[src/rtl/stopwatch_ctrl.sv]
// Stopwatch front-panel controller: button edge detection, run/pause/set/load FSM and lap capture.
// Optional lap capture is built in when STOPWATCH_CTRL_LAP_EN is defined.
module stopwatch_ctrl #(
  parameter int unsigned TIMESET_CYCLES = 2
) (
  input  logic       clk_i,
  input  logic       reset_i,
  input  logic       btn_ss_i,
  input  logic       btn_lap_i,
  input  logic       btn_mode_i,
  input  logic       btn_inc_i,
  input  logic [5:0] sec_i,
  input  logic [5:0] min_i,
  input  logic [4:0] hour_i,
  output logic       start_stop,
  output logic       Timeset,
  output logic [4:0] Hourset,
  output logic [5:0] Minset,
  output logic [5:0] Secset,
  output logic [4:0] lap_hour_o,
  output logic [5:0] lap_min_o,
  output logic [5:0] lap_sec_o,
  output logic [2:0] state_o,
  output logic [1:0] sel_o
);

  typedef enum logic [2:0] {
    S_IDLE  = 3'd0,
    S_RUN   = 3'd1,
    S_PAUSE = 3'd2,
    S_SET   = 3'd3,
    S_LOAD  = 3'd4
  } state_t;

  localparam logic [3:0] LP_CYC = 4'(TIMESET_CYCLES);

  state_t     r_state;
  logic [3:0] r_cnt;
  logic [1:0] r_sel;
  logic       r_start_stop;
  logic       r_timeset;
  logic [4:0] r_hour_sh;
  logic [5:0] r_min_sh;
  logic [5:0] r_sec_sh;
  logic       r_ss_d, r_lap_d, r_mode_d, r_inc_d;

  logic w_ss_e, w_lap_e, w_mode_e, w_inc_e;
  logic w_ev_ss, w_ev_lap, w_ev_mode, w_ev_inc;

  function automatic logic [4:0] inc_hour(input logic [4:0] v);
    return (v >= 5'd23) ? 5'd0 : v + 5'd1;
  endfunction

  function automatic logic [5:0] inc_60(input logic [5:0] v);
    return (v >= 6'd59) ? 6'd0 : v + 6'd1;
  endfunction

  assign w_ss_e   = btn_ss_i   & ~r_ss_d;
  assign w_lap_e  = btn_lap_i  & ~r_lap_d;
  assign w_mode_e = btn_mode_i & ~r_mode_d;
  assign w_inc_e  = btn_inc_i  & ~r_inc_d;

  // Only the highest-priority edge survives: ss > lap > mode > inc.
  assign w_ev_ss   = w_ss_e;
  assign w_ev_lap  = w_lap_e  & ~w_ss_e;
  assign w_ev_mode = w_mode_e & ~w_ss_e & ~w_lap_e;
  assign w_ev_inc  = w_inc_e  & ~w_ss_e & ~w_lap_e & ~w_mode_e;

`ifdef STOPWATCH_CTRL_LAP_EN
  logic [4:0] r_lap_hour;
  logic [5:0] r_lap_min;
  logic [5:0] r_lap_sec;

  always_ff @(posedge clk_i or posedge reset_i) begin
    if (reset_i) begin
      r_lap_hour <= '0;
      r_lap_min  <= '0;
      r_lap_sec  <= '0;
    end else if (r_state == S_RUN && w_ev_lap) begin
      r_lap_hour <= hour_i;
      r_lap_min  <= min_i;
      r_lap_sec  <= sec_i;
    end
  end

  assign lap_hour_o = r_lap_hour;
  assign lap_min_o  = r_lap_min;
  assign lap_sec_o  = r_lap_sec;
`else
  assign lap_hour_o = '0;
  assign lap_min_o  = '0;
  assign lap_sec_o  = '0;
`endif

  // Delay registers reset high so a button held through reset needs a fresh press.
  always_ff @(posedge clk_i or posedge reset_i) begin
    if (reset_i) begin
      r_state      <= S_IDLE;
      r_cnt        <= '0;
      r_sel        <= '0;
      r_start_stop <= 1'b0;
      r_timeset    <= 1'b0;
      r_hour_sh    <= '0;
      r_min_sh     <= '0;
      r_sec_sh     <= '0;
      r_ss_d       <= 1'b1;
      r_lap_d      <= 1'b1;
      r_mode_d     <= 1'b1;
      r_inc_d      <= 1'b1;
    end else begin
      r_ss_d   <= btn_ss_i;
      r_lap_d  <= btn_lap_i;
      r_mode_d <= btn_mode_i;
      r_inc_d  <= btn_inc_i;
      case (r_state)
        S_IDLE: begin
          if (w_ev_ss) begin
            r_state      <= S_RUN;
            r_start_stop <= 1'b1;
          end else if (w_ev_mode) begin
            r_state   <= S_SET;
            r_sel     <= 2'd0;
            r_hour_sh <= hour_i;
            r_min_sh  <= min_i;
            r_sec_sh  <= sec_i;
          end
        end
        S_RUN: begin
          if (w_ev_ss) begin
            r_state      <= S_PAUSE;
            r_start_stop <= 1'b0;
          end
        end
        S_PAUSE: begin
          if (w_ev_ss) begin
            r_state      <= S_RUN;
            r_start_stop <= 1'b1;
          end else if (w_ev_lap) begin
            r_state   <= S_LOAD;
            r_cnt     <= '0;
            r_hour_sh <= '0;
            r_min_sh  <= '0;
            r_sec_sh  <= '0;
          end else if (w_ev_mode) begin
            r_state   <= S_SET;
            r_sel     <= 2'd0;
            r_hour_sh <= hour_i;
            r_min_sh  <= min_i;
            r_sec_sh  <= sec_i;
          end
        end
        S_SET: begin
          if (w_ev_mode) begin
            if (r_sel == 2'd2) begin
              r_state <= S_LOAD;
              r_sel   <= 2'd0;
              r_cnt   <= '0;
            end else begin
              r_sel <= r_sel + 2'd1;
            end
          end else if (w_ev_inc) begin
            case (r_sel)
              2'd0:    r_hour_sh <= inc_hour(r_hour_sh);
              2'd1:    r_min_sh  <= inc_60(r_min_sh);
              default: r_sec_sh  <= inc_60(r_sec_sh);
            endcase
          end
        end
        S_LOAD: begin
          // Strobe rises the cycle after entry and lasts LP_CYC cycles.
          if (r_cnt == LP_CYC) begin
            r_timeset <= 1'b0;
            r_cnt     <= '0;
            r_state   <= S_IDLE;
          end else begin
            r_timeset <= 1'b1;
            r_cnt     <= r_cnt + 4'd1;
          end
        end
        default: begin
          r_state      <= S_IDLE;
          r_start_stop <= 1'b0;
          r_timeset    <= 1'b0;
          r_sel        <= '0;
          r_cnt        <= '0;
        end
      endcase
    end
  end

  assign start_stop = r_start_stop;
  assign Timeset    = r_timeset;
  assign Hourset    = r_hour_sh;
  assign Minset     = r_min_sh;
  assign Secset     = r_sec_sh;
  assign state_o    = r_state;
  assign sel_o      = r_sel;

endmodule

[config.mk]
export PLATFORM = sky130hd
export DESIGN_NAME = stopwatch_ctrl
export DESIGN_NICKNAME = d
export VERILOG_FILES = /design/src/rtl/stopwatch_ctrl.sv
export SDC_FILE = /design/constraint.sdc
export NUM_CORES = 1
export LEC_CHECK = 0
export CAP_MARGIN = 0
export CORE_MARGIN = 1.5
export CORE_UTILIZATION = 40
export CTS_BUF_LIST = sky130_fd_sc_hd__clkbuf_8
export DETAILED_ROUTE_END_ITERATION = 6
export GPL_TIMING_DRIVEN = 0
export PLACE_DENSITY = 0.73
export SLEW_MARGIN = 20
export SYNTH_ARGS = -nofsm -noshare
export SYNTH_HDL_FRONTEND = slang
export SYNTH_SLANG_ARGS = --single-unit
[constraint.sdc]
create_clock -name clk_i -period 1.9 [get_ports clk_i]
set_clock_uncertainty 0.05 [all_clocks]
set_input_delay 0.38 -clock clk_i [delete_from_list [all_inputs] [get_ports clk_i]]
set_output_delay 0.38 -clock clk_i [all_outputs]
set_load 0.01 [all_outputs]
==> flow_summary.json, run 1 <==
{
  "cts_tree": "built",
  "multiInputGateArea_um2": 1240,
  "remaining_drc_errors": 0,
  "grt_use_total": 0.208,
  "dp_slack_ps": -593,
  "async_flop_share": 1.00,
  "p_leak_nw": 1.28,
  "clkLatencyLatePin_ps": 280,
  "cp-end-kind": "flop",
  "cts.sinks": 32,
  "synth_top_area_cell": "dfrtp_1",
  "place_area_um2": 2710,
  "overflow": 0,
  "start_util": 0.412,
  "synthTopCellsByCount": "28 x dfrtp_1, 24 x nand2_1, 17 x buf_4",
  "power_density_nw_per_um2": 1400,
  "cts_max_path_buffers": 2,
  "combPwrFrac": 0.561,
  "yosysWarnings": 0,
  "num_io_pins": 64,
  "r2r-start": "r_ss_d$_DFF_PP1_",
  "synth_cell_type_count": 52,
  "hpwl_um": 3730,
  "antenna_found_initial": 0,
  "dr.pass1.iters": 4,
  "layout-drive-gt1-share": 0.229,
  "setup_viol": 0,
  "total_power_w": 0.00419,
  "postLayoutCoreUtil": 0.591,
  "syn_inst": 234,
  "cts.htree.levels": 2,
  "start_kind": "flop",
  "final_area_um2": 3000,
  "syn_area_um2": 2090,
  "dp_cells": 366,
  "n_antenna_cell": 0,
  "max_freq_mhz": 529,
  "synth-main-ff-cell": "dfrtp_1",
  "die_width_um": 75.3,
  "startpoint": "r_ss_d$_DFF_PP1_",
  "drt_iter0_drc": 112,
  "r2r_cells": 6,
  "status": "complete, no violations",
  "r2r-end": "Minset[5]$_DFFE_PP0P_",
  "period_needed_ps": 1890,
  "synth.area.top_cells": "dfrtp_1 34%, buf_4 6.1%, dfstp_2 5.0%",
  "die_area_um2": 5670,
  "seqPwrFrac": 0.324,
  "grt_pass1_wl_um": 8910,
  "vdd_drop_max_mv": 0.792,
  "n_fill_cell": 484,
  "viasPerCell": 5.29,
  "crit_type": "flop to flop",
  "finalHoldViolations": 0,
  "worstMarginPinSlew_ps": 674,
  "core-area_um2": 5070,
  "cp_max_fo": 6,
  "routed_wl_um": 5480,
  "register_area_um2": 807,
  "maxCapViolCount": 0,
  "synth_top_area_share": 0.335,
  "hp-class": "input pin to flop",
  "cp.required_ps": 2030,
  "grt_start_max_net_pins": 33,
  "vias": 2056,
  "avgSynthCellArea_um2": 8.93,
  "core.rowCount": 26,
  "final_antenna_net_count": 0,
  "synthToLayoutAreaGrowth_pct": 43.7,
  "fin_cells": 389,
  "synth.most_common_cell": "dfrtp_1",
  "reg2reg_setup_slack_ps": 10,
  "cts-hold-fix-buffers": 0,
  "grt_pass1_vias": 1972,
  "p_int_w": 0.00243,
  "max_slew_margin": 0.550,
  "nNetsFinal": 346,
  "numPortBuffers": 46,
  "ys_ff_latch": 32,
  "clk_pin_slew_ps": 70,
  "fp.dieH_um": 75.3,
  "p_sw_w": 0.00175,
  "endpoint": "Minset[5]$_DFFE_PP0P_",
  "cts_root_buf": "clkbuf_8",
  "slew_viol_final": 0,
  "fin_ws_ps": 10.2,
  "rsz0062_at_grt": "true",
  "cts_made_buffers": 5,
  "power.share.clock": 0.115,
  "ys_seq_area_frac": 0.386,
  "wl_per_cell_um": 14.1,
  "timing.final.crit_share": 0.995,
  "synth_edf_count": 0,
  "arrival_ps": 2020,
  "p_sw_frac": 0.419,
  "gp_congestion": 0.868
}
-- power groups by stage --
stage,combinational [W],sequential (W),clock (W)
2_1_floorplan,0.00118,0.00137,0
3_3_place_gp,0.00204,0.00133,0
3_5_place_dp,0.00209,0.00135,0
4_1_cts,0.00229,0.00134,0.000499
5_1_grt,0.00260,0.00141,0.000530
6_report,0.00235,0.00136,0.000482
-- timing repair --
item                                    CTS  global route
setup buffers                            16             1
cloned                                    0             0
gates resized for setup                  25            14
pin swaps                                13             8
endpoints found under the setup margin   21            21
-- cell type report --
type	count	area share
repair buffers	63	0.194
clock inverters	3	0.00417
plain buffers	24	0.0567
multi-input cells	184	0.414
clock buffers	5	0.0229
well taps	70	0.0292
flip-flops and latches	32	0.269
inverters	8	0.0100
-- cell families after synthesis --
family          after synthesis  share of synthesized area
compound gates               79                      0.257
xor+xnor                      2                    0.00838
fa+ha+maj                     5                     0.0299
buf+inv                      34                     0.0928
flops                        32                      0.386
mux                           3                     0.0150
other cells                   1                    0.00179
simple gates                 78                      0.209
-- cells in the final DEF, fill, tap and decap left out, types with 8 or more instances in the layout --
cell type,synthesis,routed
o2bb2ai_1,10,10
clkdlybuf4s50_1,0,42
o21ai_0,13,12
a21oi_1,14,13
inv_1,7,8
dfrtp_1,28,27
nand3_1,8,8
nand2_1,24,23
nor2_1,10,10
a31oi_1,11,11
conb_1,1,17
buf_4,17,35
-- per-stage QoR --
step | setup TNS (ps) | hold WS, ps
after global placement | -11310 | 462
after global routing | -328 | 305
after floorplan | -83.2 | 334
after detailed placement | -11630 | 468
after CTS | -61.9 | 297
final | 0 | 302
-- registers in the layout, indices dropped and copies added (netlist names), 2 cells and up --
| signal | count |
|---|---|
| Minset | 6 |
| r_cnt | 4 |
| sel_o | 2 |
| Secset | 6 |
| Hourset | 5 |
| state_o | 3 |
-- worst min-delay path by stage --
| stage | slack, ps | cells after the start | end | start |
|---|---|---|---|---|
| after floorplan | 330 | 0 | r_inc_d$_DFF_PP1_ | btn_inc_i |
| after global placement | 460 | 2 | Timeset$_DFFE_PP0N_ | Timeset$_DFFE_PP0N_ |
| after detailed placement | 470 | 2 | Timeset$_DFFE_PP0N_ | Timeset$_DFFE_PP0N_ |
| after CTS | 300 | 1 | r_lap_d$_DFF_PP1_ | btn_lap_i |
| after global routing | 310 | 1 | r_lap_d$_DFF_PP1_ | btn_lap_i |
| final | 300 | 1 | r_lap_d$_DFF_PP1_ | btn_lap_i |
-- per-layer routing --
layer	global-route usage	vias to the layer above	wire length (um)
li1	-	1011	-
met1	0.253	976	2370
met2	0.353	59	2730
met3	0.0415	10	259
met4	0.0972	0	120
met5	0	-	0
-- critical path: stages (launching register included) --
cell and delay (ps):
dfstp_2 550, nand2b_4 170, a21oi_2 80, o31a_1 360
or2_0 230, buf_4 160, o22a_1 190
(Power assumes the default switching activity.)
==> run 2, diff against run 1 <==
--- a/config.mk
+++ b/config.mk
@@ -6,7 +6,6 @@
 export NUM_CORES = 1
 export LEC_CHECK = 0
 export CAP_MARGIN = 0
-export CORE_MARGIN = 1.5
 export CORE_UTILIZATION = 40
 export CTS_BUF_LIST = sky130_fd_sc_hd__clkbuf_8
 export DETAILED_ROUTE_END_ITERATION = 6
==> run 2 against run 1 <==
Against the previous run:
- final area fell by 0.17%
- total power increased by 1.9%
- register-to-register slack worse by 50 ps
- largest power group unchanged
- the run now ends with negative setup slack left
==> flow_summary.json, run 2 (synthesized netlist as in run 1, its figures left out) <==
{
  "status": "finished, violations left",
  "violations": "negative setup slack",
  "dr.pass1.iters": 4,
  "layout_commonest_cell": "clkdlybuf4s50_1",
  "hp-class": "input pin to flop",
  "register_area_um2": 807,
  "final_cell_mix": "42 x clkdlybuf4s50_1, 34 x buf_4, 27 x dfrtp_1, 23 x nand2_1, 17 x conb_1",
  "cp_top_family": "compound AO/OA/AOI/OAI gates",
  "setup_viol": 3,
  "timing.final.crit_share": 1.02,
  "finalHoldViolations": 0,
  "gp_congestion": 0.852,
  "cts_root_buf": "clkbuf_8",
  "vias": 2056,
  "hold_ws_ps": 307,
  "cts_tree": "built",
  "arrival_ps": 2060,
  "path_cells": "nand2b_4 -> nand4b_4 -> a221o_2 -> or2_0 -> buf_4 -> o22a_1",
  "min_to": "r_lap_d$_DFF_PP1_",
  "overflow": 0,
  "n_antenna_cell": 0,
  "postLayoutCoreUtil": 0.614,
  "grt_pass1_wl_um": 8640,
  "numPortBuffers": 46,
  "period_needed_ps": 1940,
  "antenna_found_initial": 0,
  "cpMaxStageDelayCell": "dfstp_2",
  "core-area_um2": 4880,
  "cp_max_fo": 6,
  "layout-drive-gt1-share": 0.230,
  "nNetsFinal": 345,
  "reg2reg_setup_slack_ps": -40,
  "clk_pin_slew_ps": 70,
  "grt_use_total": 0.203,
  "hpwl_um": 3710,
  "hold_path_depth": 1,
  "fp.dieH_um": 74.3,
  "fin_ws_ps": -35.5,
  "cts_made_buffers": 5,
  "start_util": 0.428,
  "cp.required_ps": 2020,
  "cts_max_path_buffers": 2,
  "start_kind": "flop",
  "maxCapViolCount": 0,
  "grt_pass1_vias": 1891,
  "path_buf_inv": 1,
  "synthToLayoutAreaGrowth_pct": 43.4,
  "power_density_nw_per_um2": 1420,
  "grt_start_max_net_pins": 33,
  "max_slew_margin": 0.552,
  "min-delay-start": "btn_lap_i",
  "cp-end-kind": "flop",
  "die_area_um2": 5520,
  "viasPerCell": 5.34,
  "core.rowCount": 25,
  "slew_viol_final": 0,
  "die_width_um": 74.3,
  "final_antenna_net_count": 0,
  "num_io_pins": 64,
  "dp_cells": 363,
  "max_freq_mhz": 517,
  "multiInputGateArea_um2": 1240,
  "p_leak_nw": 1.28,
  "r2r-start": "r_ss_d$_DFF_PP1_",
  "wl_per_cell_um": 13.8,
  "crit_type": "flop to flop",
  "r2r_cells": 6,
  "drt_iter0_drc": 115,
  "finalSetupTns_ps": -61.8,
  "vdd_drop_max_mv": 0.834,
  "rsz0062_at_grt": "true",
  "routed_wl_um": 5310,
  "worstMarginPinSlew_ps": 671,
  "total_power_w": 0.00427,
  "cts-hold-fix-buffers": 0,
  "cpPeakStageDelay_ps": 550,
  "clkLatencyLatePin_ps": 280,
  "fin_cells": 385,
  "cts.sinks": 32,
  "remaining_drc_errors": 0,
  "r2r-end": "Minset[5]$_DFFE_PP0P_",
  "n_fill_cell": 449,
  "cts.htree.levels": 2
}
## run 2: changes by cell type in the layout (fill, tap and decap cells not counted), sizes merged
cell / previous run / this run
clkinv: 1 / 0
clkbuf: 8 / 9
buf: 38 / 37
## run 2: cell type report
cell class,instances,area share
Clock buffer,6,0.0276
Multi-Input combinational cell,184,0.414
Clock inverter,2,0.00251
Tap cell,67,0.0280
Timing Repair Buffer,62,0.192
Sequential cell,32,0.269
Inverter,8,0.0100
Buffer,24,0.0568
## run 2: worst max-delay path by stage
stage,cells past startpoint,start,end
after floorplan,7,r_lap_d$_DFF_PP1_,Minset[5]$_DFFE_PP0P_
after global placement,8,btn_lap_i,Minset[5]$_DFFE_PP0P_
after detailed placement,7,btn_lap_i,r_cnt[1]$_DFFE_PP0P_
after CTS,6,r_ss_d$_DFF_PP1_,Minset[5]$_DFFE_PP0P_
after global routing,6,r_ss_d$_DFF_PP1_,Minset[5]$_DFFE_PP0P_
final,6,r_ss_d$_DFF_PP1_,Minset[5]$_DFFE_PP0P_
## run 2: worst register-to-register path: stages (launching register included)
cell,delay [ps]
dfstp_2,550
nand2b_4,160
nand4b_4,110
a221o_2,390
or2_0,220
buf_4,160
o22a_1,190
## run 2: timing repair
action | CTS | global route
pin swaps | 8 | 8
setup buffers | 11 | 5
cloned | 0 | 0
endpoints found under the setup margin | 22 | 21
resized for setup | 26 | 13
## run 2: through the flow
| stage | area (um^2) | setup WS (ps) |
|---|---|---|
| detailed placement | 2700 | -620 |
| global placement | 2700 | -577 |
| finish | 3000 | -35.5 |
| floorplan | 2160 | -42.7 |
| CTS | 2930 | -43.4 |
| global route | 3000 | -118 |
## run 2: report_power, final
part	internal, W	leakage [nW]	switching (W)
combinational	0.00128	0.833	0.00113
sequential	0.000954	0.395	0.000386
clock	0.000284	0.0538	0.000237
## run 2: routing by layer
layer,GRT usage,part of all wire
met1,0.262,0.45
met2,0.337,0.50
met3,0.0569,0.047
met4,0.0503,0.0077
met5,0,0
==> RTL edit (config.mk and constraints of run 2) <==
The option `STOPWATCH_CTRL_LAP_EN` is turned on by a define.
--- a/src/rtl/stopwatch_ctrl.sv
+++ b/src/rtl/stopwatch_ctrl.sv
@@ -2,2 +2,4 @@
 // Optional lap capture is built in when STOPWATCH_CTRL_LAP_EN is defined.
+`define STOPWATCH_CTRL_LAP_EN
+
 module stopwatch_ctrl #(
Formal check against the unedited RTL: not equivalent (Yosys sat finds a counterexample within 4 cycles, from zero or initial values and one cycle with reset_i high).
==> RTL edit against run 2 <==
The flow finishes with violations (DRC); synthesized cell count up 11%; worst hold slack worse by 0.13 ns; via count grew 20%; synthesized area rose by 29%; sequential cell count increased by 17; power grew 31%; clock power rose by 32%; routed wire length grew 34%; final area is 27% higher; worst setup slack gained 0.083 ns.
==> RTL edit: results (changes against run 2) <==
stage	metric	value	unit	change
status	outcome	finished, violations left		
status	violations	DRC		
hold_path	worst_hold_launch	btn_ss_i		
finish	signal_buffers	94		+9.3%
logic_synthesis	ys_top_cells_by_count	sky130_fd_sc_hd__dfrtp_1, sky130_fd_sc_hd__nand2_1, sky130_fd_sc_hd__nor2_1		
finish	clkbuf_count	7		+1
worst_setup_path	worst_r2r_endpoint	Secset[2]		
logic_synthesis	synth-adder-area-share	2.31	%	-0.68 points
finish	post_route_insts_no_fill	430		+12%
global_routing	global_route.usage.total	20.7	%	+0.41 points
route	route.met2.wl	3.37	mm	+28%
logic_synthesis	ys_ff_latch	49		+53%
power_and_ir_drop	irDropWorstVdd	0.707	mV	-15%
logic_synthesis	synthTopCellsByArea	sky130_fd_sc_hd__dfrtp_1, sky130_fd_sc_hd__mux2_1, sky130_fd_sc_hd__dfstp_2, sky130_fd_sc_hd__nand2_1, sky130_fd_sc_hd__mux2_2		
route	drt_drc_violations_left	15		+15
placed_design	place_congestion	0.825		-3.1%
hold_path	hold_path_end	r_ss_d		
worst_setup_path	critPathArrivalTime	2.00	ns	-0.06 ns
route	detailedRoute.firstIterationViolations	144		+25%
worst_setup_path	kind_of_cell_with_the_highest_combined_delay_on_the_critical_path	flip-flops		
route	detail_route.first_pass.iterations	6		+2
finish	non_clock_inverter_count	9		+1
global_routing	grtUsageMet2	33.5	%	-0.21 points
finish	area_share_clock_buf_inv	2.67	%	-0.34 points
global_routing	use_met3	3.24	%	-2.4 points
global_routing	grt_pass1_vias	2349		+24%
sta	final.setup.worst_slack	0.0479	ns	+0.0834 ns
RTL edit: cell types whose count changed in the layout (fill, tap and decap cells not counted), sizes merged, moves of 5 or more:
| cell | before | now |
|---|---|---|
| clkdlybuf4s50 | 42 | 60 |
| conb | 17 | 0 |
| dfrtp | 28 | 45 |
| mux2 | 1 | 17 |
| buf | 37 | 25 |
| and3 | 3 | 8 |
| nand2b | 3 | 8 |
| nor2 | 10 | 15 |
RTL edit: what timing repair did:
item / CTS / global route
buffers inserted: 14 / 6
cloned: 0 / 1
gates resized for setup: 12 / 18
pin swaps: 6 / 7
endpoints found under the setup margin: 38 / 35
RTL edit: where the power goes:
group	leakage [uW]	internal [uW]	switching (uW)	total [uW]
sequential	0.000595	1490	449	1940
clock	0.0000542	330	360	690
combinational	0.000980	1620	1350	2970
total	0.00163	3450	2160	5600
